$ cat config.mk
export PLATFORM = sky130hd
export DESIGN_NAME = jk_updown_counter
export DESIGN_NICKNAME = d
export VERILOG_FILES = /design/src/rtl/jk_updown_counter_pkg.sv /design/src/rtl/jk_ff.sv /design/src/rtl/jk_updown_counter.sv
export SDC_FILE = /design/constraint.sdc
export NUM_CORES = 1
export LEC_CHECK = 0
export CORE_MARGIN = 2
export CORE_UTILIZATION = 42
export DETAILED_ROUTE_END_ITERATION = 6
export HOLD_SLACK_MARGIN = 0.12
export MAX_ROUTING_LAYER = met4
export PLACE_DENSITY = 0.74
export SYNTH_ARGS = -nofsm -noshare
export SYNTH_HDL_FRONTEND = slang
export SYNTH_SLANG_ARGS = --single-unit
$ cat constraint.sdc
create_clock -name clk -period 2.1 [get_ports clk]
set_input_delay 0.315 -clock clk [delete_from_list [all_inputs] [get_ports clk]]
set_output_delay 0.315 -clock clk [all_outputs]
set_load 0.005 [all_outputs]
$ cat src/rtl/jk_updown_counter_pkg.sv
// Shared types for the JK up/down counter: per-edge operation select and
// the JK excitation encoding understood by jk_ff.
package jk_updown_counter_pkg;

  typedef enum logic [1:0] {
    OP_HOLD  = 2'd0,
    OP_LOAD  = 2'd1,
    OP_INC   = 2'd2,
    OP_DEC   = 2'd3
  } cnt_op_e;

  typedef enum logic [1:0] {
    JK_HOLD   = 2'b00,
    JK_CLEAR  = 2'b01,
    JK_SET    = 2'b10,
    JK_TOGGLE = 2'b11
  } jk_cmd_e;

  // Reset is handled inside each flop, so only load > en > hold is decided here.
  function automatic cnt_op_e sel_op(input logic load, input logic en, input logic up);
    if (load)
      sel_op = OP_LOAD;
    else if (en)
      sel_op = up ? OP_INC : OP_DEC;
    else
      sel_op = OP_HOLD;
  endfunction

endpackage

$ cat src/rtl/jk_ff.sv
// Single JK flip-flop with synchronous active-high reset and a
// complementary output kept in its own register.
module jk_ff
  import jk_updown_counter_pkg::*;
(
  input  logic clk,
  input  logic rst,
  input  logic j,
  input  logic k,
  output logic q,
  output logic qb
);

  logic r_q;
  logic r_qb;

  always_ff @(posedge clk) begin
    if (rst) begin
      r_q  <= 1'b0;
      r_qb <= 1'b1;
    end else begin
      unique case (jk_cmd_e'({j, k}))
        JK_HOLD: begin
          r_q  <= r_q;
          r_qb <= r_qb;
        end
        JK_CLEAR: begin
          r_q  <= 1'b0;
          r_qb <= 1'b1;
        end
        JK_SET: begin
          r_q  <= 1'b1;
          r_qb <= 1'b0;
        end
        JK_TOGGLE: begin
          r_q  <= r_qb;
          r_qb <= r_q;
        end
        default: begin
          r_q  <= r_q;
          r_qb <= r_qb;
        end
      endcase
    end
  end

  assign q  = r_q;
  assign qb = r_qb;

endmodule

$ cat src/rtl/jk_updown_counter.sv
// Loadable up/down counter whose state lives entirely in per-bit JK flops;
// next state is computed here and converted to minimal J/K excitation.
module jk_updown_counter
  import jk_updown_counter_pkg::*;
#(
  parameter int unsigned WIDTH = 4
) (
  input  logic             clk,
  input  logic             rst,
  input  logic             en,
  input  logic             up,
  input  logic             load,
  input  logic [WIDTH-1:0] din,
  output logic [WIDTH-1:0] q,
  output logic [WIDTH-1:0] qbar,
  output logic             tc
);

  cnt_op_e          w_op;
  logic [WIDTH-1:0] w_q;
  logic [WIDTH-1:0] w_qb;
  logic [WIDTH-1:0] w_next;
  logic [WIDTH-1:0] w_j;
  logic [WIDTH-1:0] w_k;

  assign w_op = sel_op(load, en, up);

  always_comb begin
    w_next = w_q;
    unique case (w_op)
      OP_LOAD: w_next = din;
      OP_INC:  w_next = w_q + 1'b1;
      OP_DEC:  w_next = w_q - 1'b1;
      OP_HOLD: w_next = w_q;
      default: w_next = w_q;
    endcase
  end

  // Minimal excitation: only bits that change are driven, so J=K=1 never occurs.
  assign w_j = w_next & ~w_q;
  assign w_k = ~w_next & w_q;

  for (genvar g = 0; g < WIDTH; g++) begin : g_bit
    jk_ff u_ff (
      .clk (clk),
      .rst (rst),
      .j   (w_j[g]),
      .k   (w_k[g]),
      .q   (w_q[g]),
      .qb  (w_qb[g])
    );
  end

  assign q    = w_q;
  assign qbar = w_qb;
  assign tc   = up ? (&w_q) : ~(|w_q);

endmodule

==> results <==
[repair_timing]
action / in CTS / in global routing
buffers inserted: 0 / 0
setup endpoints to repair: 3 / 2
pin swaps: 4 / 7
gates resized for setup: 3 / 4
endpoints found under the hold margin: 0 / 0
gates cloned: 0 / 0
[final timing paths]
check,startpoint,end,slack (ns),depth (start not counted)
max,g_bit[1].u_ff.q,tc,0.16,5
min reg2reg,g_bit[2].u_ff.qb,g_bit[2].u_ff.qb,0.47,2
max reg2reg,g_bit[1].u_ff.q,g_bit[2].u_ff.qb,0.22,9
min,g_bit[2].u_ff.qb,g_bit[2].u_ff.qb,0.47,2
[routing by layer]
layer	vias up	routed length, um	global-route usage [%]
met1	246	555	17.1
li1	283	-	-
met3	2	46	1.25
met5	-	0	-
met4	0	19	7.27
met2	12	519	20.0
[metrics by stage]
step / total power (W) / cells / instance area, um^2 / util (%)
after floorplan: 0.000410 / 78 / 709 / -
after global placement: 0.000478 / 106 / 843 / 56.0
after detailed placement: 0.000484 / 106 / 843 / 56.0
after CTS: 0.000602 / 109 / 862 / 57.2
after global routing: 0.000645 / 109 / 855 / 56.7
final: 0.000594 / 109 / 855 / 56.7
[power groups by stage]
| stage | Sequential (W) | Clock, W | Combinational [W] |
|---|---|---|---|
| after floorplan | 0.000196 | 0 | 0.000215 |
| after global placement | 0.000195 | 0 | 0.000283 |
| after detailed placement | 0.000196 | 0 | 0.000288 |
| after CTS | 0.000192 | 0.000120 | 0.000289 |
| after global routing | 0.000195 | 0.000128 | 0.000321 |
| final | 0.000192 | 0.000117 | 0.000285 |
[kinds of logic (layout without fill, tap and decap cells)]
kind of cell	count (synthesis)	count (layout)	synth area share, %
simple gates	22	22	17.2
compound gates	7	7	6.55
xor+xnor	3	3	3.93
mux	10	10	15.2
buf+inv	19	34	16.3
flops	8	8	24.0
fa+ha+maj	9	9	16.9
[cells in the final DEF, fill, tap and decap left out, types with 2 or more instances in the layout]
cell	count
buf_4	6
clkbuf_2	2
clkbuf_4	3
clkdlybuf4s50_1	14
dfxtp_1	8
ha_1	7
inv_1	8
mux2i_1	9
nand2_1	4
nand2b_1	4
nand3_1	2
nor2_1	7
o21ai_1	2
xnor2_1	3
[synthesized netlist by cell type]
library cell / n / area [um^2]
a211o_1: 1 / 8.76
a21oi_1: 1 / 5.00
and2_4: 1 / 8.76
buf_4: 8 / 60.1
buf_6: 1 / 11.3
clkbuf_1: 2 / 7.51
dfxtp_1: 8 / 160
ha_1: 9 / 113
inv_1: 8 / 30.0
mux2_2: 1 / 11.3
mux2i_1: 9 / 90.1
nand2_1: 4 / 15.0
nand2b_1: 4 / 25.0
nand3_1: 2 / 10.0
nand4_1: 1 / 6.26
nand4b_1: 1 / 8.76
nor2_1: 7 / 26.3
nor3_1: 1 / 5.00
nor3_2: 1 / 10.0
o21ai_0: 1 / 5.00
o21ai_1: 2 / 10.0
o21ai_2: 1 / 8.76
o22ai_1: 1 / 6.26
xnor2_1: 3 / 26.3
[sequential cells by signal (all words and copies together), names as in the netlist]
register	count
g_bit.u_ff.qb	4
g_bit.u_ff.q	4
[cell type report]
cell class	count	share of cell area [%]
multi-input combinational	51	48.9
timing repair buffer	23	23.9
sequential	8	18.7
inverter	8	3.51
clock buffer	3	2.64
tap	16	2.34
[worst max-delay path: stages, from the launching register on]
cell and delay, ns:
dfxtp_1 0.31, buf_4 0.16, nor2_1 0.14, nand3_1 0.09
o22ai_1 0.15, clkdlybuf4s50_1 0.53
==> impl_metrics.py <==
metrics = {
    "status": {
        "status": "completed",
    },
    "grt": {
        "grt_max_degree": 11,
        "grt_overflow": 0,
        "antenna_found_initial": 0,
        "grt_pass1_wl_um": 1880,
        "grt_pass1_vias": 452,
        "grt_use_total_pct": 13.2,
    },
    "pwr": {
        "p_sw_w": 0.000187,
        "pwr-share-clk_pct": 19.7,
        "p_comb_share_pct": 47.9,
        "leakage_nw": 0.389,
        "powerDensity_nw_per_um2": 695,
        "vdd_drop_max_v": 0.000381,
        "seqPwrFrac_pct": 32.3,
        "p_int_w": 0.000407,
        "switching_share_pct": 31.5,
    },
    "placed_design": {
        "place.gp.congestion": 0.771,
        "io_buffers": 17,
        "dp_slack_ns": -0.408,
        "dpl.hpwl_um": 893,
    },
    "final_layout": {
        "multi_input_area_um2": 418,
        "fill_cells": 140,
        "drive_gt1_share_pct": 18.3,
        "regArea_um2": 160,
        "area_delta_synth_final_pct": 27.9,
        "fin_nets": 113,
        "diodes": 0,
    },
    "die": {
        "die_y_um": 43.9,
        "dieWidth_um": 43.9,
        "initial_core_util_pct": 44.4,
        "die_area_um2": 1930,
        "io_pins": 18,
        "core_area_um2": 1510,
        "placementRows": 14,
    },
    "clock_tree": {
        "cts_sinks": 8,
        "cts_tree": "built",
        "cts-hold-fix-buffers": 0,
        "htreeDepth": 1,
        "clock_path_buffers": 2,
        "cts-root-buf": "clkbuf_4",
        "cts_buffers": 3,
        "path_clk_slew_ns": 0.05,
        "clk_latency_ns": 0.25,
    },
    "yosys": {
        "syn_area_um2": 668,
        "synth_nets": 96,
        "yosysUniqueCellTypes": 24,
        "syn_inst": 78,
        "ys_seq_area_share_pct": 24.0,
        "ys_warn_count": 0,
        "synth_seq_cells": 8,
        "synth.avg_cell_area_um2": 8.57,
    },
    "worst_setup_path": {
        "cp_max_fo": 7,
        "end_kind": "output port",
        "path_class": "flop to output port",
        "cp-start-kind": "flop",
        "arrival_ns": 1.63,
        "critical_path_required_ns": 1.78,
    },
    "sta": {
        "finalClockSkew_ns": 0.00150,
        "relSlewSlack_pct": 82.7,
        "fin_crit_ns": 1.94,
        "rsz0062_at_grt": "false",
        "finalHoldViolCount": 0,
        "worst_pin_slew_ns": 0.257,
        "fmax_mhz": 514,
        "finalWorstSetupSlack_ns": 0.156,
        "fin_crit_sh_pct": 92.6,
        "fin_setup_tns_ns": 0,
        "timing.final.max_slew_violations": 0,
        "finalSetupViolCount": 0,
        "timing.hold.ws_ns": 0.472,
    },
    "routing": {
        "drtPass1Iterations": 4,
        "wirelength_um": 1140,
        "routed-via-count": 543,
        "wl_per_cell_um": 10.5,
        "drt_iter0_markers": 6,
        "drc": 0,
        "viasPerCell": 4.98,
        "ant_nets": 0,
    },
    "worst_hold_path": {
        "hold_path.class": "flop to flop",
    },
    "flow_run": {
        "cap_violations": 0,
    },
}
Note: power is estimated with default switching activity, not from simulation.
